[src/rtl/scmp_bus_if.sv]
//==============================================================================
// Module  : scmp_bus_if
// Purpose : SC/MP-style core bus bridge: latches ADS address/flags, issues a
//           level memory request per strobe, stretches the core with cpu_hold
//           until ack or timeout. Optional macro: SCMP_BUSIF_WAIT_EN (cfg_wait).
// Rev     : 1.0
//==============================================================================
`timescale 1ns/1ps
`default_nettype none

module scmp_bus_if #(
  parameter logic [7:0]  RDATA_IDLE = 8'hFF,
  parameter int unsigned TIMEOUT    = 15
) (
  input  logic        clk,
  input  logic        rst_n,
  input  logic [11:0] cpu_addr,
  input  logic [7:0]  cpu_d_o,
  input  logic        cpu_ads_n,
  input  logic        cpu_rd_n,
  input  logic        cpu_wr_n,
  output logic [7:0]  cpu_d_i,
  output logic        cpu_hold,
  output logic [15:0] mem_addr,
  output logic [7:0]  mem_wdata,
  output logic        mem_we,
  output logic        mem_req,
  input  logic [7:0]  mem_rdata,
  input  logic        mem_ack,
  output logic [3:0]  cycle_flags,
  output logic        halt,
  output logic        bus_err
`ifdef SCMP_BUSIF_WAIT_EN
  ,
  input  logic [2:0]  cfg_wait
`endif
);

  typedef enum logic [2:0] {
    S_IDLE   = 3'd0,
    S_ADDR   = 3'd1,
    S_ACCESS = 3'd2,
    S_WAIT   = 3'd3,
    S_DONE   = 3'd4
  } state_t;

  // Last counter value before abort: mem_req stays up exactly TIMEOUT cycles.
  localparam logic [7:0] C_TO_LAST = 8'(TIMEOUT - 1);

  state_t      r_state, w_state_nxt;
  logic [15:0] r_mem_addr, w_mem_addr_nxt;
  logic [7:0]  r_mem_wdata, w_mem_wdata_nxt;
  logic        r_mem_we, w_mem_we_nxt;
  logic        r_mem_req, w_mem_req_nxt;
  logic        r_cpu_hold, w_cpu_hold_nxt;
  logic [7:0]  r_cpu_d_i, w_cpu_d_i_nxt;
  logic [3:0]  r_flags, w_flags_nxt;
  logic        r_halt, w_halt_nxt;
  logic        r_bus_err, w_bus_err_nxt;
  logic [7:0]  r_to_cnt, w_to_cnt_nxt;
  logic [2:0]  r_wait_cnt, w_wait_cnt_nxt;
  logic [2:0]  w_wait;

`ifdef SCMP_BUSIF_WAIT_EN
  assign w_wait = cfg_wait;
`else
  assign w_wait = 3'd0;
`endif

  always_ff @(posedge clk or negedge rst_n) begin
    if (!rst_n) begin
      r_state     <= S_IDLE;
      r_mem_addr  <= 16'h0000;
      r_mem_wdata <= 8'h00;
      r_mem_we    <= 1'b0;
      r_mem_req   <= 1'b0;
      r_cpu_hold  <= 1'b0;
      r_cpu_d_i   <= RDATA_IDLE;
      r_flags     <= 4'h0;
      r_halt      <= 1'b0;
      r_bus_err   <= 1'b0;
      r_to_cnt    <= 8'h00;
      r_wait_cnt  <= 3'd0;
    end else begin
      r_state     <= w_state_nxt;
      r_mem_addr  <= w_mem_addr_nxt;
      r_mem_wdata <= w_mem_wdata_nxt;
      r_mem_we    <= w_mem_we_nxt;
      r_mem_req   <= w_mem_req_nxt;
      r_cpu_hold  <= w_cpu_hold_nxt;
      r_cpu_d_i   <= w_cpu_d_i_nxt;
      r_flags     <= w_flags_nxt;
      r_halt      <= w_halt_nxt;
      r_bus_err   <= w_bus_err_nxt;
      r_to_cnt    <= w_to_cnt_nxt;
      r_wait_cnt  <= w_wait_cnt_nxt;
    end
  end

  always_comb begin
    w_state_nxt     = r_state;
    w_mem_addr_nxt  = r_mem_addr;
    w_mem_wdata_nxt = r_mem_wdata;
    w_mem_we_nxt    = r_mem_we;
    w_mem_req_nxt   = r_mem_req;
    w_cpu_hold_nxt  = r_cpu_hold;
    w_cpu_d_i_nxt   = r_cpu_d_i;
    w_flags_nxt     = r_flags;
    w_halt_nxt      = 1'b0;
    w_bus_err_nxt   = 1'b0;
    w_to_cnt_nxt    = r_to_cnt;
    w_wait_cnt_nxt  = r_wait_cnt;

    case (r_state)
      S_IDLE, S_ADDR, S_DONE: begin
        if (!cpu_ads_n) begin
          w_mem_addr_nxt = {cpu_d_o[3:0], cpu_addr};
          w_flags_nxt    = cpu_d_o[7:4];
          w_halt_nxt     = cpu_d_o[7];
          w_cpu_hold_nxt = 1'b0;
          w_state_nxt    = S_ADDR;
        end else if (r_state == S_ADDR && (!cpu_rd_n || !cpu_wr_n)) begin
          // A simultaneous read+write strobe is resolved as a flagged write.
          if (!cpu_wr_n) begin
            w_mem_wdata_nxt = cpu_d_o;
          end
          w_mem_we_nxt   = !cpu_wr_n;
          w_bus_err_nxt  = !cpu_rd_n && !cpu_wr_n;
          w_mem_req_nxt  = 1'b1;
          w_cpu_hold_nxt = 1'b1;
          w_to_cnt_nxt   = 8'h00;
          w_state_nxt    = S_ACCESS;
        end else if (r_state == S_DONE && cpu_rd_n && cpu_wr_n) begin
          w_state_nxt = S_IDLE;
        end
      end

      S_ACCESS: begin
        if (mem_ack) begin
          if (!r_mem_we) begin
            w_cpu_d_i_nxt = mem_rdata;
          end
          w_mem_req_nxt = 1'b0;
          w_mem_we_nxt  = 1'b0;
          if (w_wait != 3'd0) begin
            w_wait_cnt_nxt = w_wait - 3'd1;
            w_state_nxt    = S_WAIT;
          end else begin
            w_cpu_hold_nxt = 1'b0;
            w_state_nxt    = S_DONE;
          end
        end else if (r_to_cnt == C_TO_LAST) begin
          if (!r_mem_we) begin
            w_cpu_d_i_nxt = RDATA_IDLE;
          end
          w_mem_req_nxt  = 1'b0;
          w_mem_we_nxt   = 1'b0;
          w_bus_err_nxt  = 1'b1;
          w_cpu_hold_nxt = 1'b0;
          w_state_nxt    = S_DONE;
        end else begin
          w_to_cnt_nxt = r_to_cnt + 8'd1;
        end
      end

      S_WAIT: begin
        if (r_wait_cnt == 3'd0) begin
          w_cpu_hold_nxt = 1'b0;
          w_state_nxt    = S_DONE;
        end else begin
          w_wait_cnt_nxt = r_wait_cnt - 3'd1;
        end
      end

      default: begin
        w_state_nxt = S_IDLE;
      end
    endcase
  end

  assign cpu_d_i     = r_cpu_d_i;
  assign cpu_hold    = r_cpu_hold;
  assign mem_addr    = r_mem_addr;
  assign mem_wdata   = r_mem_wdata;
  assign mem_we      = r_mem_we;
  assign mem_req     = r_mem_req;
  assign cycle_flags = r_flags;
  assign halt        = r_halt;
  assign bus_err     = r_bus_err;

endmodule

`default_nettype wire

[config.mk]
export PLATFORM = sky130hd
export DESIGN_NAME = scmp_bus_if
export DESIGN_NICKNAME = d
export VERILOG_FILES = /design/src/rtl/scmp_bus_if.sv
export SDC_FILE = /design/constraint.sdc
export NUM_CORES = 1
export LEC_CHECK = 0
export ABC_AREA = 1
export CAP_MARGIN = 10
export CORE_MARGIN = 5
export CORE_UTILIZATION = 43
export CTS_CLUSTER_SIZE = 8
export DETAILED_ROUTE_END_ITERATION = 10
export PLACE_DENSITY = 0.76
export SYNTH_ARGS = -nofsm -noshare
export SYNTH_HDL_FRONTEND = slang
export SYNTH_SLANG_ARGS = --single-unit
[constraint.sdc]
create_clock -name clk -period 1.52 [get_ports clk]
set_clock_uncertainty 0.15 [all_clocks]
set_input_delay 0.304 -clock clk [delete_from_list [all_inputs] [get_ports clk]]
set_output_delay 0.304 -clock clk [all_outputs]
set_load 0.01 [all_outputs]
### After elaboration in Yosys (flattened, before gate mapping)

Index checks and enable logic that the tools add are counted.

* add/sub/neg operators: 2
* equal/unequal tests: 13
* multiplexer cells: 34
* bitwise gates (word level): 4
* reductions and logical operators: 21

Operator list (count)
* $mux W8: 8
* $mux W3: 6
* $pmux W8 S2: 1
* $mux W1: 14
* $reduce_and A4 Y1: 3
* $ne A2 B2 Y1 const B: 5
* $pmux W3 S3: 1
* $add A8 B1 Y8 const B: 1
* $eq A8 B4 Y1 const B: 1
* $eq A3 B2 Y1 const B: 2
* $logic_not A3 Y1: 2
* $ne A3 B3 Y1 const B: 2
* $pmux W1 S2: 3
* $reduce_and A3 Y1: 2
* $reduce_and A5 Y1: 1
* $logic_and A1 B1 Y1: 4
* $ne A4 B4 Y1 const B: 1
* $not A1 Y1: 4
* $reduce_and A2 Y1: 2
* $reduce_bool A2 Y1: 2
* $eq A3 B1 Y1 const B: 1
* $eq A3 B3 Y1 const B: 1
* $pmux W1 S3: 1
* $reduce_bool A3 Y1: 1
* 4 further kinds: 5

* flip-flop bits (word level): 55
* input port bits: 34
* output and inout port bits: 41
* logic and storage cells: 86

### Depth between registers and ports, before layout

Gate-level depths: netlist of the first run.

* word-level depth: 7
* gate-level depth with buffers: 9
* gate-level depth less buffers: 9

### Least setup slack after synthesis of the first run

OpenSTA, ideal clock, no wires.

* kind: register to register
* start point: register r_to_cnt[0]
* end point: register r_state[2]
* setup time: 0.117 ns
* arrival time: 1.140 ns
* data required time: 1.253 ns
* slack: 0.112 ns
* stages on the path, launching flop included: 10
* buffers on the path: 1
* period minus slack after synthesis: 1.408 ns
* path through: dfrtp_1 -> inv_1 -> ha_1 -> nand2_1 -> nor2_2 -> nand2_2 -> nand2_4 -> buf_6 -> nand4_1 -> nand2_1

* word-level cells in the longest chain between the ends: 3

RTL lines
* from (decl): RTL line 60 `logic [7:0] r_to_cnt, w_to_cnt_nxt;`
* from (signal assigned): RTL line 95 `r_to_cnt <= w_to_cnt_nxt;`
* $eq A8 B4 Y1: RTL line 152 `end else if (r_to_cnt == C_TO_LAST) begin`
* $ne A3 B3 Y1 (no line)
* $reduce_and A3 Y1 (no line)
* to (signal assigned): RTL line 85 `r_state <= w_state_nxt;`
* to (decl): RTL line 50 `state_t r_state, w_state_nxt;`

No other way between the ends.
A chain may end at the register's enable or synchronous reset.

### Worst setup path after layout of the first run

* start point: register r_to_cnt[0]
* end point: register r_to_cnt[4]

* word-level cells in the longest chain between the ends: 4
* elaborated cells between the ends (all ways): 7
* classes of those cells: 1 x add/sub; 2 x eq/ne; 3 x mux; 1 x reduce/logical

RTL lines
* $add A8 B1 Y8: RTL line 162 `w_to_cnt_nxt = r_to_cnt + 8'd1;`
* $mux W8: RTL line 152
* $mux W8: RTL line 139 `if (mem_ack) begin`
* $pmux W8 S2: RTL line 114 `case (r_state)`

Parallel ways exist; a longest one is shown, timed or not. The select of a mux whose other input is x is not followed.

==> results of run 1 <==
synth_stat cells:
cell,instances
nand2_2,2
inv_1,22
clkinv_1,1
nand2_4,3
dfrtp_1,47
nand3_1,30
nand4_2,1
dfstp_2,8
nor2_1,15
buf_2,3
nor3b_1,2
ha_1,4
nand3_4,2
nand2_1,100
buf_6,2
buf_4,1
o21ai_1,3
o21ai_2,9
nor2_2,3
clkbuf_1,1
nand4_1,9
buf_1,1
inv_2,6
or2_2,8
o21ai_0,13
xor2_1,2
worst register-to-register path, cell delays in order, from the launching register on:
cell and delay (ns):
dfrtp_1 0.38, inv_1 0.06, ha_2 0.17, nand2_2 0.06, nor2_4 0.15, nand2_4 0.08, nand2_4 0.14, nand2_4 0.10
nand2_1 0.08, o21ai_1 0.06
cells by family after synthesis:
group,count (synthesis)
adders and majority gates,4
xor gates and xnor gates,2
DFF,55
and+or+nand+nor,175
buffers and inverters,37
AOI/OAI and AO/OA,25
what timing repair did:
action	4_1_cts	5_1_grt
setup buffers	3	2
gates cloned	0	1
hold endpoints to repair	5	0
gates resized for setup	65	25
setup endpoints to repair	51	37
pin swaps	1	7
hold buffers	1	0
sequential cells by signal, summed over array words and instances (netlist names):
signal	flops
mem_we	1
mem_addr	16
cpu_hold	1
r_state	3
bus_err	1
halt	1
r_wait_cnt	3
cycle_flags	4
mem_wdata	8
mem_req	1
r_to_cnt	8
cpu_d_i	8
area by class of cell:
cell class,instances,share of cell area
timing repair buffer,103,0.247
sequential,55,0.373
multi-input combinational,207,0.303
inverter,29,0.0293
clock inverter,2,0.00336
tap,75,0.0252
clock buffer,6,0.0195
layout by cell type, fill, tap and decap left out, drive strengths merged:
| cell type | n |
|---|---|
| dlygate4sd2 | 33 |
| clkinv | 2 |
| inv | 28 |
| o21ai | 25 |
| clkbuf | 6 |
| ha | 4 |
| nand3 | 32 |
| nand2 | 106 |
| clkdlybuf4s50 | 32 |
| clkinvlp | 1 |
| dlygate4sd3 | 1 |
| dfrtp | 47 |
| nand4 | 10 |
| buf | 37 |
| dfstp | 8 |
| or2 | 8 |
| xor2 | 2 |
| nor2 | 18 |
| nor3b | 2 |
final timing paths:
path	endpoint	slack, ns	startpoint	cells after the start
setup / recovery	r_to_cnt[4]$_DFFE_PN0P_	-0.009	r_to_cnt[0]$_DFFE_PN0P_	9
hold / removal	r_to_cnt[2]$_DFFE_PN0P_	0.29	rst_n	2
setup reg to reg	r_to_cnt[4]$_DFFE_PN0P_	-0.009	r_to_cnt[0]$_DFFE_PN0P_	9
hold reg to reg	cpu_d_i[1]$_DFFE_PN1P_	0.32	cpu_d_i[1]$_DFFE_PN1P_	2
max in group asynchronous	cpu_d_i[7]$_DFFE_PN1P_	0.38	rst_n	3
min in group clk	cpu_d_i[1]$_DFFE_PN1P_	0.32	cpu_d_i[1]$_DFFE_PN1P_	2
power by group:
group / switching (mW) / internal [mW]
logic: 1.40 / 1.15
registers: 0.314 / 2.08
clock network: 0.462 / 0.323
stage by stage:
stage	util	hold WS [ns]
6_report	0.632	0.285
4_1_cts	0.619	0.295
3_3_place_gp	0.606	0.0794
3_5_place_dp	0.606	0.0901
5_1_grt	0.632	0.337
2_1_floorplan	-	-0.142
layer usage:
| layer | part of all wire | GRT usage | up-vias |
|---|---|---|---|
| met3 | 0.064 | 0.0376 | 7 |
| li1 | - | - | 1154 |
| met4 | 0.011 | 0.0377 | 0 |
| met1 | 0.42 | 0.218 | 1061 |
| met5 | 0 | 0 | - |
| met2 | 0.51 | 0.278 | 59 |
==> impl_metrics.json, run 1 <==
{
  "grt.overflow.total": 0,
  "cp-start-kind": "flip-flop",
  "yosysSeqAreaShare": 0.535,
  "cp_common_cell": "nand2_4",
  "ys_warn_count": 0,
  "cts_buffers": 5,
  "cts_root_buffer": "clkbuf_8",
  "synth_simple_gate_area_share": 0.315,
  "p_total_mw": 5.73,
  "violations": "negative setup slack",
  "cp.required_ns": 1.57,
  "synthTopCellsByArea": "dfrtp_1 (45%), nand2_1 (14%), dfstp_2 (8.1%), nand3_1 (5.8%), inv_1 (3.2%)",
  "wl_um": 6160,
  "synth-xor-area-share": 0.00676,
  "start_util": 0.440,
  "slew_viol_final": 0,
  "fin_cells": 477,
  "grt_antenna_before_repair": 0,
  "setup_slack_ns": -0.00912,
  "nNetsFinal": 439,
  "n_fill_cell": 510,
  "ys_seq_elements": 55,
  "max-cap-violations": 0,
  "netlist.area_leader.share": 0.454,
  "placed_cell_area_mm2": 0.00356,
  "ioPinCount": 75,
  "synthAdderAreaFrac": 0.0193,
  "drcViolationCount": 0,
  "cellPowerDensity_mw_per_mm2": 1540,
  "crit_chain": "inv_1 -> ha_2 -> nand2_2 -> nor2_4 -> nand2_4 -> nand2_4 -> nand2_4 -> nand2_1 -> o21ai_1",
  "synth_top_family_by_area": "simple AND/OR/NAND/NOR gates",
  "rsz0062_at_grt": "yes",
  "tns_ns": -0.0125,
  "portBuffers": 74,
  "maxSlewHeadroom": 0.756,
  "dieArea_mm2": 0.00768,
  "syn_to_final_growth_pct": 43.7,
  "muxShareOfSynthArea": 0,
  "cp_data_arrival_time_ns": 1.58,
  "die_h_um": 87.6,
  "hold_viol_final": 0,
  "placedCellCount": 462,
  "fmax_ghz": 0.654,
  "cts_tree": "built",
  "cp_num_buf_inv": 1,
  "clk_pin_slew_worst_paths_ns": 0.09,
  "slowest_delay_ns": 0.38,
  "dp_hpwl_um": 4480,
  "grt_use_total": 0.165,
  "hp-class": "in -> async",
  "avgRoutedWirePerCell_um": 12.9,
  "worstSetupPathType": "reg -> reg",
  "synth_compound_area_frac": 0.0614,
  "synth_cells": 298,
  "layout-drive-gt1-share": 0.246,
  "cts_max_level": 2,
  "grt_max_degree": 32,
  "avgSynthCellArea_um2": 8.69,
  "fp.dieW_um": 87.6,
  "syn_nets": 336,
  "multiInputGateArea_mm2": 0.00113,
  "first_iter_violations": 72,
  "tightest_slew_ns": 0.366,
  "pre_cts_slack_ns": -0.238,
  "critPathMaxFanout": 7,
  "numClockSinks": 55,
  "seq_area_mm2": 0.00139,
  "cpMaxStageDelayCell": "dfrtp_1",
  "finalCriticalPeriod_ns": 1.53,
  "power_leakage_nw": 1.88,
  "antenna_left": 0,
  "syn_area_mm2": 0.00259,
  "grt_pass1_wl_um": 10100,
  "dr_total_vias": 2281,
  "gp_congestion": 0.879,
  "clk_path_buf_depth": 2,
  "cp-end-kind": "flip-flop",
  "insertedDiodeCount": 0,
  "fin_area_mm2": 0.00372,
  "cp_top_family": "simple AND/OR/NAND/NOR gates",
  "row_count": 28,
  "first_global_vias": 2208,
  "ir_drop_v": 0.000771,
  "status": "finished with violations",
  "viasPerCell": 4.78,
  "yosysUniqueCellTypes": 26,
  "clock_latency_ns": 0.30,
  "setup_viol": 3,
  "first_pass_iters": 4,
  "core_area_mm2": 0.00589,
  "synth_top_area_cell": "dfrtp_1",
  "timing.final.crit_share": 1.01
}
(Power assumes the default switching activity.)
==> inputs of run 2 (changes only) <==
==> config.mk (replaced) <==
export PLATFORM = sky130hd
export DESIGN_NAME = scmp_bus_if
export DESIGN_NICKNAME = d
export VERILOG_FILES = /design/src/rtl/scmp_bus_if.sv
export SDC_FILE = /design/constraint.sdc
export NUM_CORES = 1
export LEC_CHECK = 0
export CAP_MARGIN = 10
export CORE_MARGIN = 5
export CORE_UTILIZATION = 41
export CTS_CLUSTER_SIZE = 8
export DETAILED_ROUTE_END_ITERATION = 10
export PLACE_DENSITY = 0.75
export SYNTH_ARGS = -nofsm -noshare
export SYNTH_HDL_FRONTEND = slang
export SYNTH_SLANG_ARGS = --single-unit
==> run 2 against run 1 <==
  * The run still ends with negative setup slack left
  * Flip-flop and latch count is the same
  * Synthesized cell count shrank 40%
  * Synthesized area shrank 9.4%
  * Via count shrank 18%
  * Utilization grew 4.0 points
  * Hold slack lost 0.11 ns
  * Count of clock-buffer cells in the layout is the same
  * Die area shrank 4.4%
  * Critical path depth shrank 5
  * Combinational power grew 18%
  * Clock power grew 23%
  * Critical endpoint is now r_state[2]$_DFFE_PN0P_
  * Largest cell class unchanged
  * Highest routed layer unchanged
==> impl_metrics.json, run 2 <==
{
  "grt_pass1_wl_um": 9800,
  "final_util": 0.672,
  "yosysUniqueCellTypes": 38,
  "start_util": 0.424,
  "wl_um": 5900,
  "maxSlewHeadroom": 0.787,
  "avgSynthCellArea_um2": 13.0,
  "netlist.area_leader.share": 0.501,
  "core_area_mm2": 0.00554,
  "crit_end": "r_state[2]$_DFFE_PN0P_",
  "reg2reg_from": "r_state[2]$_DFFE_PN0P_",
  "cp.depth": 4,
  "largest_reg_flops": 16,
  "clk_path_buf_depth": 2,
  "layout-drive-gt1-share": 0.402,
  "synth_edf_count": 0,
  "worstSetupPathType": "reg -> reg",
  "n_fill_cell": 466,
  "dieArea_mm2": 0.00734,
  "layout_common_cells": "dfrtp_1 (46), dlygate4sd2_1 (35), clkdlybuf4s50_1 (30)",
  "critPathMaxFanout": 5,
  "cts_buffers": 5,
  "numClockSinks": 55,
  "syn_nets": 218,
  "r2r_cells": 4,
  "grt_max_degree": 33,
  "cp-start-kind": "flip-flop",
  "synth_common_cells": "dfrtp_1 (47), mux2_2 (26), nand2_1 (10), a21oi_1 (9), inv_1 (9)",
  "clock_latency_ns": 0.31,
  "fp.dieW_um": 85.7,
  "avgRoutedWirePerCell_um": 16.0,
  "violations": "negative setup slack",
  "tightest_slew_ns": 0.317,
  "status": "finished with violations",
  "cp_top_family": "simple AND/OR/NAND/NOR gates",
  "setup_viol": 53,
  "syn_to_final_growth_pct": 58.6,
  "power_leakage_nw": 1.69,
  "ys_seq_elements": 55,
  "dr_total_vias": 1865,
  "placedCellCount": 348,
  "cts_tree": "built",
  "viasPerCell": 5.07,
  "portBuffers": 74,
  "slew_viol_final": 0,
  "cp_num_buf_inv": 0,
  "ir_drop_v": 0.000972,
  "yosysSeqAreaShare": 0.591,
  "synth_cells": 180,
  "grt_antenna_before_repair": 0,
  "synthArstFlopShare": 1.00,
  "fmax_ghz": 0.566,
  "row_count": 27,
  "nNetsFinal": 333,
  "insertedDiodeCount": 0,
  "gp_congestion": 0.855,
  "drcViolationCount": 0,
  "grt_use_total": 0.170,
  "rr_endpoint": "r_state[2]$_DFFE_PN0P_",
  "cellPowerDensity_mw_per_mm2": 1720,
  "die_h_um": 85.7,
  "max-cap-violations": 0,
  "mostFrequentLayoutCell": "dfrtp_1",
  "pre_cts_slack_ns": -0.576,
  "cp.required_ns": 1.56,
  "clk_pin_slew_worst_paths_ns": 0.09,
  "timing.final.crit_share": 1.16,
  "first_pass_iters": 4,
  "first_iter_violations": 121,
  "hp-class": "in -> async",
  "cts_max_level": 2,
  "cpMaxStageDelayCell": "or4b_4",
  "finalCriticalPeriod_ns": 1.77,
  "cts_root_buffer": "clkbuf_8",
  "synth_top_area_cell": "dfrtp_1",
  "syn_area_mm2": 0.00235,
  "rsz0062_at_grt": "yes",
  "dp_hpwl_um": 4020,
  "hold_viol_final": 0,
  "crit_chain": "or4b_4 -> a21oi_4 -> nor3_2 -> a31o_2",
  "cp-startpoint": "r_state[2]$_DFFE_PN0P_",
  "yosysMostFrequentCell": "dfrtp_1",
  "cp_data_arrival_time_ns": 1.81,
  "slowest_delay_ns": 0.56,
  "antenna_left": 0,
  "regToRegSetupSlack_ns": -0.25,
  "first_global_vias": 1992,
  "fin_cells": 368,
  "synthTopCellsByArea": "dfrtp_1 (50%), mux2_2 (12%), dfstp_2 (9.0%), o22a_1 (3.0%), ha_1 (2.1%)",
  "ioPinCount": 75,
  "ys_warn_count": 0,
  "setup_slack_ns": -0.247,
  "cp-end-kind": "flip-flop",
  "holdWs_ns": 0.180,
  "ys.flop_type": "dfrtp_1",
  "grt.overflow.total": 0
}
run 2: changes by cell type after synthesis, moves of 7 or more:
| cell | change |
|---|---|
| a21oi_1 | +9 |
| inv_1 | -13 |
| mux2_2 | +26 |
| nand2_1 | -90 |
| nand3_1 | -27 |
| nand4_1 | -7 |
| nor2_1 | -8 |
| o21ai_0 | -9 |
| o21ai_2 | -9 |
| o22a_1 | +8 |
| or2_2 | -8 |
run 2: worst min-delay path by stage:
| stage | startpoint | to | cells after the start |
|---|---|---|---|
| 2_1_floorplan | rst_n | bus_err$_DFF_PN0_ | 0 |
| 3_3_place_gp | rst_n | r_wait_cnt[2]$_DFFE_PN0N_ | 1 |
| 3_5_place_dp | rst_n | r_wait_cnt[2]$_DFFE_PN0N_ | 1 |
| 4_1_cts | rst_n | r_wait_cnt[2]$_DFFE_PN0N_ | 2 |
| 5_1_grt | rst_n | r_wait_cnt[2]$_DFFE_PN0N_ | 2 |
| 6_report | rst_n | r_wait_cnt[2]$_DFFE_PN0N_ | 2 |
run 2: area by class of cell:
type / instances / area, µm² / share of cell area
Timing Repair Buffer: 112 / 1030 / 0.276
Sequential cell: 55 / 1390 / 0.373
Clock inverter: 2 / 38.8 / 0.0104
Clock buffer: 6 / 72.6 / 0.0195
Multi-Input combinational cell: 112 / 1070 / 0.288
Tap cell: 72 / 90.1 / 0.0242
Inverter: 9 / 33.8 / 0.00907
run 2: cell families (layout without fill, tap and decap cells):
logic type | count (synthesis) | count (layout) | synth area share
flops | 55 | 55 | 0.591
simple gates | 42 | 43 | 0.116
buf+inv | 14 | 129 | 0.0251
compound gates | 31 | 31 | 0.0901
mux | 30 | 30 | 0.142
fa+ha+maj | 4 | 4 | 0.0213
xor+xnor | 4 | 4 | 0.0149
run 2: per-stage QoR:
step	power, mW	setup TNS (ns)	instance area, µm²
after CTS	6.38	-9.00	3670
after global routing	6.84	-10.71	3720
after floorplan	3.82	-3.85	2400
final	6.41	-7.54	3720
after global placement	5.42	-20.47	3440
after detailed placement	5.47	-21.28	3440
run 2: report_power, final:
part | switching [mW] | internal (mW) | leakage, nW | total [mW]
Sequential | 0.306 | 2.13 | 0.663 | 2.44
Clock | 0.470 | 0.498 | 0.0558 | 0.969
Combinational | 1.30 | 1.70 | 0.972 | 3.00
Total | 2.08 | 4.33 | 1.69 | 6.41
run 2: timing repair:
item                                    in CTS  in global routing
pin swaps                                   10                 15
hold buffers                                 1                  0
gates cloned                                 2                  0
endpoints found under the hold margin       47                  0
endpoints found under the setup margin      94                 60
setup buffers                                7                  2
gates resized for setup                     77                 27
run 2: routing by layer:
layer / vias up / share of wire / track usage
li1: 878 / - / -
met1: 918 / 0.42 / 0.217
met3: 9 / 0.065 / 0.0461
met2: 60 / 0.49 / 0.280
met5: - / 0 / 0
met4: 0 / 0.019 / 0.0547
